--- src/rtl/div_iter_if.sv ---
// div_iter_if -- handshake/data bundle between the pipeline and the
// iterative divider.
//   master : pipeline side; drives start, signed_div, dividend, divisor and
//            annul, and observes busy, stall, ready and result.
//   slave  : divider side; the mirror image of master.
interface div_iter_if #(
  parameter int WIDTH = 32
);
  logic                 start;
  logic                 signed_div;
  logic [WIDTH-1:0]     dividend;
  logic [WIDTH-1:0]     divisor;
  logic                 annul;
  logic                 busy;
  logic                 stall;
  logic                 ready;
  logic [2*WIDTH-1:0]   result;

  modport master (
    output start, signed_div, dividend, divisor, annul,
    input  busy, stall, ready, result
  );

  modport slave (
    input  start, signed_div, dividend, divisor, annul,
    output busy, stall, ready, result
  );
endinterface

--- src/rtl/div_iter.sv ---
// div_iter -- iterative restoring divider (DIV / DIVU), one quotient bit per
// clock, MSB first.
//   clk    : single clock, rising edge
//   resetn : asynchronous active-low reset
//   bus    : div_iter_if.slave
//            start/signed_div/dividend/divisor : request, sampled in IDLE
//            annul  : flush; abandons the current or requested operation
//            busy   : registered, high while not IDLE
//            stall  : combinational pipeline hold
//            ready  : registered one-cycle completion pulse
//            result : registered {remainder, quotient}, held between readies
// Optional feature: define DIV_ZERO_FAST_EN to finish a divide-by-zero in
// two cycles with result {dividend, all ones}.
//
// state | meaning
// IDLE  | waiting for an accepted start
// RUN   | WIDTH shift-subtract steps on magnitudes
// DONE  | apply signs, register result, pulse ready
module div_iter #(
  parameter int WIDTH = 32
) (
  input  logic       clk,
  input  logic       resetn,
  div_iter_if.slave  bus
);
  localparam int CW = $clog2(WIDTH);

  typedef enum logic [1:0] {IDLE, RUN, DONE} state_t;

  state_t           state;
  logic [WIDTH-1:0] quo;
  logic [WIDTH-1:0] rem;
  logic [WIDTH-1:0] dvs;
  logic [CW-1:0]    cnt;
  logic             q_neg;
  logic             r_neg;
  logic             dz;

  logic             accept;
  logic [WIDTH-1:0] abs_dvd;
  logic [WIDTH-1:0] abs_dvs;
  logic [WIDTH:0]   shifted;
  logic [WIDTH:0]   diff;
  logic [WIDTH-1:0] q_fin;
  logic [WIDTH-1:0] r_fin;

  assign accept    = bus.start & ~bus.annul & (state == IDLE);
  assign bus.stall = accept | bus.busy;

  assign abs_dvd = (bus.signed_div & bus.dividend[WIDTH-1]) ? -bus.dividend : bus.dividend;
  assign abs_dvs = (bus.signed_div & bus.divisor[WIDTH-1])  ? -bus.divisor  : bus.divisor;

  // rem < dvs holds throughout, so bit WIDTH of diff is the borrow.
  assign shifted = {rem, quo[WIDTH-1]};
  assign diff    = shifted - {1'b0, dvs};

  assign q_fin = q_neg ? -quo : quo;
  assign r_fin = r_neg ? -rem : rem;

  always_ff @(posedge clk or negedge resetn) begin
    if (!resetn) begin
      state      <= IDLE;
      quo        <= '0;
      rem        <= '0;
      dvs        <= '0;
      cnt        <= '0;
      q_neg      <= 1'b0;
      r_neg      <= 1'b0;
      dz         <= 1'b0;
      bus.busy   <= 1'b0;
      bus.ready  <= 1'b0;
      bus.result <= '0;
    end else begin
      bus.ready <= 1'b0;
      case (state)
        IDLE: begin
          if (accept) begin
            q_neg    <= bus.signed_div & (bus.dividend[WIDTH-1] ^ bus.divisor[WIDTH-1]);
            r_neg    <= bus.signed_div & bus.dividend[WIDTH-1];
            quo      <= abs_dvd;
            rem      <= '0;
            dvs      <= abs_dvs;
            cnt      <= '0;
            dz       <= 1'b0;
            bus.busy <= 1'b1;
            state    <= RUN;
`ifdef DIV_ZERO_FAST_EN
            // Skip iteration; quo carries the raw dividend into DONE.
            if (bus.divisor == '0) begin
              quo   <= bus.dividend;
              dz    <= 1'b1;
              state <= DONE;
            end
`endif
          end
        end
        RUN: begin
          if (bus.annul) begin
            bus.busy <= 1'b0;
            state    <= IDLE;
          end else begin
            quo <= {quo[WIDTH-2:0], ~diff[WIDTH]};
            rem <= diff[WIDTH] ? shifted[WIDTH-1:0] : diff[WIDTH-1:0];
            cnt <= cnt + CW'(1);
            if (cnt == CW'(WIDTH - 1)) state <= DONE;
          end
        end
        DONE: begin
          bus.busy <= 1'b0;
          state    <= IDLE;
          if (!bus.annul) begin
            bus.ready  <= 1'b1;
            bus.result <= dz ? {quo, {WIDTH{1'b1}}} : {r_fin, q_fin};
          end
        end
        default: begin
          bus.busy <= 1'b0;
          state    <= IDLE;
        end
      endcase
    end
  end
endmodule

--- src/flat_wrapper.sv ---
// flat-port wrapper written by rule: the top's interface ports become plain ports
module div_iter_flat 
#(
  parameter int WIDTH = 32
)
  (clk, resetn, bus_start, bus_signed_div, bus_dividend, bus_divisor, bus_annul, bus_busy, bus_stall, bus_ready, bus_result);
  div_iter_if #(.WIDTH(WIDTH)) bus_i ();
  input  logic clk;
  input  logic resetn;
  input wire logic [$bits(bus_i.start)-1:0] bus_start;
  input wire logic [$bits(bus_i.signed_div)-1:0] bus_signed_div;
  input wire logic [$bits(bus_i.dividend)-1:0] bus_dividend;
  input wire logic [$bits(bus_i.divisor)-1:0] bus_divisor;
  input wire logic [$bits(bus_i.annul)-1:0] bus_annul;
  output wire logic [$bits(bus_i.busy)-1:0] bus_busy;
  output wire logic [$bits(bus_i.stall)-1:0] bus_stall;
  output wire logic [$bits(bus_i.ready)-1:0] bus_ready;
  output wire logic [$bits(bus_i.result)-1:0] bus_result;
  assign bus_i.start = bus_start;
  assign bus_i.signed_div = bus_signed_div;
  assign bus_i.dividend = bus_dividend;
  assign bus_i.divisor = bus_divisor;
  assign bus_i.annul = bus_annul;
  assign bus_busy = bus_i.busy;
  assign bus_stall = bus_i.stall;
  assign bus_ready = bus_i.ready;
  assign bus_result = bus_i.result;
  div_iter #(.WIDTH(WIDTH)) u_core (.clk(clk), .resetn(resetn), .bus(bus_i));
endmodule
--- config.mk ---
export PLATFORM = sky130hd
export DESIGN_NAME = div_iter_flat
export DESIGN_NICKNAME = d
export VERILOG_FILES = /design/src/rtl/div_iter_if.sv /design/src/rtl/div_iter.sv /design/src/flat_wrapper.sv
export SDC_FILE = /design/constraint.sdc
export NUM_CORES = 1
export LEC_CHECK = 0
export ABC_AREA = 1
export BUFFER_PORTS_ARGS = -buffer_cell sky130_fd_sc_hd__buf_2
export CAP_MARGIN = 10
export CORE_MARGIN = 2
export CORE_UTILIZATION = 30
export DETAILED_ROUTE_END_ITERATION = 6
export GPL_ROUTABILITY_DRIVEN = 1
export SLEW_MARGIN = 20
export SYNTH_ARGS = -nofsm -noshare
export SYNTH_HDL_FRONTEND = slang
export SYNTH_SLANG_ARGS = --single-unit
--- constraint.sdc ---
create_clock -name clk -period 2.4 [get_ports clk]
set_input_delay 0.12 -clock clk [delete_from_list [all_inputs] [get_ports clk]]
set_output_delay 0.12 -clock clk [all_outputs]
set_load 0.02 [all_outputs]
# [After elaboration in Yosys (flattened, before gate mapping)]
# Cells that the tools add are included.
[op_classes] n_reduce_logical=7 bitwise=9 n_eq_ne=7 add_sub_neg=6 magnitude_cmp=0 div_mod_pow=0 shifts=0 mul=0 mux=23
[ops] operator="32-bit 2-to-1 mux" n=9
[ops] operator="32-bit negation" n=4
[ops] operator="32-bit one-hot mux with 2 select lines" n=2
[ops] operator="33-bit by 32-bit subtractor with 33-bit output" n=1
[ops] operator="5-bit 2-to-1 mux" n=2
[ops] operator="5-bit one-hot mux with 2 select lines" n=1
[ops] operator="2-bit AND reduction" n=4
[ops] operator="2-bit 2-to-1 mux" n=3
[ops] operator="5-bit by 1-bit adder with 5-bit output, second input constant" n=1
[ops] operator="1-bit bitwise AND" n=5
[ops] operator="5-bit == test, second input constant" n=1
[ops] operator="1-bit 2-to-1 mux" n=4
[ops] operator="2-bit inequality test, second input constant" n=2
[ops] operator="2-bit one-hot mux with 2 select lines" n=1
[ops] operator="3-bit by 2-bit inequality test with 1-bit output, second input constant" n=1
[ops] operator="3-bit AND reduction" n=1
[ops] operator="2-bit by 1-bit == test with 1-bit output, second input constant" n=1
[ops] operator="2-bit == test, second input constant" n=1
[ops] operator="2-bit logical NOT" n=1
[ops] operator="2-bit by 1-bit inequality test with 1-bit output, second input constant" n=1
[ops] operator="1-bit NOT" n=2
[ops] operator="1-bit one-hot mux with 2 select lines" n=1
[ops] operator="2-bit nonzero test" n=1
[ops] operator="1-bit OR" n=1
[ops] operator="1-bit XOR" n=1
[totals] latch_bits=0 ff_bits=171 ram_bits=0 elab_cells=62 mem_count=0 romBits=0

# [Depth between registers and ports, before layout]
[logic_depth] ltp_word=5 ltp_mapped=18 ltp_nobuf=17

# [Worst setup path before layout]
# Ideal clock, no wire load.
[synth_path] kind="reg2reg" startpoint="reg u_core.quo[31]" endpoint="reg u_core.rem[12]" arrival_ps=2066 path_stages_with_launch=19 period_less_slack_ps=2184 setup_slack_ps=216 setup_ps=118 required_ps=2282 cell_sequence="dfrtp_1 -> inv_1 -> ha_1 -> fa_1 -> inv_1 -> nand2_1 -> nand2_1 -> nand3_1 -> nand2_2 -> nand2_1 -> nand2_2 -> nand2_4 -> nand2_4 -> nand2_4 -> nand2_4 -> buf_6 -> nand2_1 -> nand3_1 -> nand2_1"
[synth_via] elab_chain_len=4
[synth_lines] item="start: declaration" line="div_iter.sv:31" text="logic [WIDTH-1:0] quo;"
[synth_lines] item="start signal: assignment" line="div_iter.sv:80" text="quo <= abs_dvd;"
[synth_lines] item="start signal: assignment" line="div_iter.sv:102" text="quo <= {quo[WIDTH-2:0], ~diff[WIDTH]};"
[synth_lines] item="33-bit by 32-bit subtractor with 33-bit output" line="div_iter.sv:55" text="assign diff = shifted - {1'b0, dvs};"
[synth_lines] item="32-bit 2-to-1 mux" line="div_iter.sv:103" text="rem <= diff[WIDTH] ? shifted[WIDTH-1:0] : diff[WIDTH-1:0];"
[synth_lines] item="32-bit 2-to-1 mux" line="div_iter.sv:98" text="if (bus.annul) begin"
[synth_lines] item="32-bit one-hot mux with 2 select lines" line="div_iter.sv:75" text="case (state)"
[synth_lines] item="end signal: assignment" line="div_iter.sv:103"
[synth_lines] item="end: declaration" line="div_iter.sv:32" text="logic [WIDTH-1:0] rem;"
# Every way passes these cells. The select of a mux whose other input is x is not followed.
# A chain may end at the register's enable or synchronous reset.

# [Worst setup path after layout]
[layout_path] startpoint="reg u_core.dvs[21]" endpoint="reg u_core.rem[21]"
[layout_via] elab_chain_len=4
[layout_lines] item="start: declaration" line="div_iter.sv:33" text="logic [WIDTH-1:0] dvs;"
[layout_lines] item="start signal: assignment" line="div_iter.sv:82" text="dvs <= abs_dvs;"
[layout_lines] item="33-bit by 32-bit subtractor with 33-bit output" line="div_iter.sv:55"
[layout_lines] item="32-bit 2-to-1 mux" line="div_iter.sv:103"
[layout_lines] item="32-bit 2-to-1 mux" line="div_iter.sv:98"
[layout_lines] item="32-bit one-hot mux with 2 select lines" line="div_iter.sv:75"
# Every way passes these cells. The select of a mux whose other input is x is not followed.

==> key figures <==
Clocking
  • Max Buffers Root-to-Sink: 2
  • CTS Buf Count: 17
  • H-Tree Depth: 4
  • CTS tree: built
  • Clock Root Buffer: clkbuf_16
  • Clock Sinks: 171
  • Worst-Skew Late Latency: 0.46 ns
  • Clk slew on worst S/H paths: 0.08 ns

Setup path
  • Top cell by count, worst path: nand2_1
  • Crit-path cells: inv_1 -> ha_4 -> nand2_1 -> nand2_1 -> nand2_1 -> nand2_1 -> inv_1 -> nand2_1 -> a21oi_4 -> nand3_4 -> buf_12 -> nand2_8 -> nand2_1 -> nand3_1 -> nand2_1
  • Reg2Reg Setup Slack: 0.08 ns
  • CP max stage delay: between 0.3 and 0.4 ns
  • Startpoint Class: flip-flop
  • Path depth of the worst reg2reg path: 15
  • Worst setup startpoint: u_core.dvs[21]$_DFFE_PN0P_
  • Setup crit end kind: flip-flop
  • Crit path max-delay family: simple AND/OR/NAND/NOR gates
  • CP max stage cell: dfrtp_1
  • Reg-to-reg endpoint: u_core.rem[21]$_DFFE_PN0P_
  • Crit path buffers/inverters: 3
  • WS Path Type: reg2reg
  • RR Startpoint: u_core.dvs[21]$_DFFE_PN0P_
  • Arr. time, crit path: around 2.7 ns
  • Worst Path Max Fanout: 7
  • CP required: ~2.7 ns

Floorplanning
  • Cell row count: between 70 and 80
  • Die area: between 0.04 and 0.05 mm^2
  • Die width: roughly 210 um
  • Core Area: about 0.043 mm^2
  • Initial Util: between 30% and 40%
  • Die Y: roughly 210 um
  • Top Ports: ~140

Yosys
  • Synth cell types: 50
  • Cell area after synthesis: around 0.013 mm^2
  • Synthesized-area fraction occupied by adder cells: 3.780%
  • Largest family of logic cells by synthesized area: simple AND/OR/NAND/NOR gates
  • Seq/Total Area, Yosys: about 33%
  • Post-Synthesis Cells: between 2000 and 2500
  • Synth top area share: roughly 33%
  • Post-synth EDFFs: 0
  • Cell taking the most area after synthesis: dfrtp_1
  • Mux cell area share after synthesis: 0%
  • FFs w/ async S/R, synth: between 90% and 100%
  • Xor and xnor fraction of the mapped netlist area: around 4.8%
  • Dominant synthesized flop cell: dfrtp_1
  • Synth Area in Compound Gates: roughly 11%
  • Synth warnings: 0
  • Synth area leaders: dfrtp_1, nand2_1, inv_1
  • Syn_nets: ~2200
  • Synth Register Bits: between 150 and 200
  • Post-synthesis average cell area: around 6.4 um^2
  • Simple-Gate Fraction of Synth Area: a little under two fifths

Detailed routing
  • Routed Antenna Nets: 0
  • Routed len/inst: 16.09 um
  • Vias per cell: around 4.8
  • TritonRoute pass-1 iters: 7
  • Initial drt markers: 1300
  • Drt drc: 0
  • Vias: between 10000 and 15000
  • Routed WL: roughly 46 mm

Worst hold path
  • Hold worst-path end: u_core.quo[21]$_DFFE_PN0P_
  • Origin of the worst min-delay path: bus_dividend[21]
  • Tightest Hold Check Type: in2reg
  • Worst hold stages: 3

Final layout
  • Final #Nets: 2362
  • Share of cells above drive strength 1: ~15%
  • N_diodes: 0
  • Synth-to-layout area growth: 22.74%
  • Finished Cell Area: roughly 0.016 mm^2
  • Most common cell after layout, fill and taps aside: nand2_1
  • Fillers: between 4000 and 5000
  • Final Util: between 30% and 40%
  • Most frequent cells in the layout: nand2_1, inv_1, nand3_1

Pwr
  • Net Sw Power: slightly above 10 mW
  • Leak: between 8 and 9 nW
  • Peak VDD IR: 0.5818 mV
  • Sw frac: around 52%
  • Pwr/cell area: 1234 mW/mm^2
  • Pint: approximately 9.6 mW
  • Sequential group share of total power: between 20% and 30%
  • Comb power frac: a little under two thirds
  • Clk pwr share: 14.2%

Global routing
  • Antenna violations before repair: 0
  • Grt total ovfl: 0
  • Global Route met3 Usage: about 2.3%
  • GR met1 Demand/Resource: 28.65%
  • M2 GR Usage: 32.39%
  • GR Util All Layers: 20.14%
  • Vias in the first global route: ~13000
  • First-pass GRT wire length: 71.47 mm
  • Gr busiest metal: met2
  • Largest net degree at the start of global routing: 106

Placed design
  • Post-DP HPWL: ~36 mm
  • IO Port Bufs: around 140
  • Gpl congestion: between 0.9 and 1
  • Placed cell area: 0.01487 mm^2

STA
  • Setup tns final: 0 ns
  • Crit share post-route: a little over nine tenths
  • Hold WS: ~0.0072 ns
  • Final Max Slew Viols: 0
  • Setup-failing EPs final: 0
  • Slew Limit Headroom: about three fifths
  • Final Hold Violating Endpoints: 0
  • Fin Clk Skew: around 0.013 ns
  • Fin crit period: around 2.3 ns
  • Peak Freq: about 430 MHz
  • Worst Tran Pin Value: roughly 0.62 ns

Job
  • Max cap viols: 0

Outcome
  • Status: complete, no violations
-- through the flow --
stage / setup slack, ns / instances / power (mW)
finish: 0.07897 / 2851 / 19.85
global route: -0.02951 / 2851 / 21.54
CTS: 0.006558 / 2836 / 18.74
detailed placement: 0.01013 / 2793 / 15.84
global placement: 0.07588 / 2793 / 15.76
floorplan: 0.2156 / 2058 / 12.17
-- worst reg2reg max path, delay by kind of cell (launching register included) --
family	cells	cell delay, ns
flops	1	0.36
simple gates	10	0.93
compound gates	1	0.27
fa+ha+maj	1	0.24
buf+inv	3	0.41
-- state kept, by name (all words and copies together) (netlist names) --
| name | cells |
|---|---|
| u_core.state | 2 |
| u_core.rem | 32 |
| u_core.r_neg | 1 |
| u_core.bus.busy | 1 |
| u_core.bus.result | 64 |
| u_core.dvs | 32 |
| u_core.bus.ready | 1 |
| u_core.q_neg | 1 |
| u_core.cnt | 5 |
| u_core.quo | 32 |
-- what timing repair did --
| item | 4_1_cts | 5_1_grt |
|---|---|---|
| gates resized for setup | 0 | 56 |
| setup endpoints to repair | 0 | 36 |
| setup buffers | 0 | 8 |
| hold buffers | 12 | 0 |
| hold endpoints to repair | 67 | 0 |
-- routing by layer --
| layer | routed length, um | vias up |
|---|---|---|
| li1 | - | 6933 |
| met1 | 21790 | 6482 |
| met2 | 21210 | 366 |
| met3 | 2193 | 42 |
| met4 | 678 | 0 |
| met5 | 0 | - |
-- cells by family after synthesis --
family	after synthesis
xor+xnor	72
simple gates	1158
fa+ha+maj	39
buf+inv	354
compound gates	264
flops	171
-- synth_stat cells (3+ instances only) --
cell / number
nand3_1: 197
xor2_1: 51
a22oi_1: 4
inv_2: 4
nand2_1: 688
a21oi_1: 74
buf_1: 5
nor3_2: 3
buf_6: 5
o31ai_1: 8
and2_1: 3
o22ai_1: 6
o21ai_1: 14
dfrtp_1: 171
nor2_2: 3
nor3_1: 28
ha_1: 38
nand4_1: 28
xnor2_1: 21
inv_1: 289
nor2_1: 170
nand2_2: 6
o21bai_1: 7
o211ai_1: 6
nand3b_1: 8
clkbuf_1: 37
and3_1: 3
or2_2: 10
buf_2: 10
nand2_4: 5
o21ai_0: 135
-- cell type report --
cell class,instances,area [um^2],area share (%)
timing repair buffer,234,1633,10.15
clock inverter,14,151.4,0.9411
clock buffer,17,425.4,2.644
sequential,171,4279,26.60
multi-input combinational,1535,7756,48.21
tap,585,732.0,4.550
inverter,295,1110,6.899
-- worst max-delay path by stage --
stage | endpoint | cells past startpoint
finish | u_core.rem[21]$_DFFE_PN0P_ | 15
floorplan | u_core.rem[12]$_DFFE_PN0P_ | 18
global route | u_core.rem[29]$_DFFE_PN0P_ | 13
detailed placement | u_core.rem[8]$_DFFE_PN0P_ | 17
CTS | u_core.rem[8]$_DFFE_PN0P_ | 17
global placement | u_core.rem[1]$_DFFE_PN0P_ | 15
-- power groups by stage --
stage / Sequential [mW] / Clock [mW] / Combinational [mW]
final: 4.43 / 2.82 / 12.6
after floorplan: 4.26 / 0 / 7.91
after CTS: 4.38 / 2.88 / 11.5
after global routing: 4.51 / 2.98 / 14.0
after detailed placement: 4.44 / 0 / 11.4
after global placement: 4.42 / 0 / 11.3
Note: power is estimated with default switching activity, not from simulation.
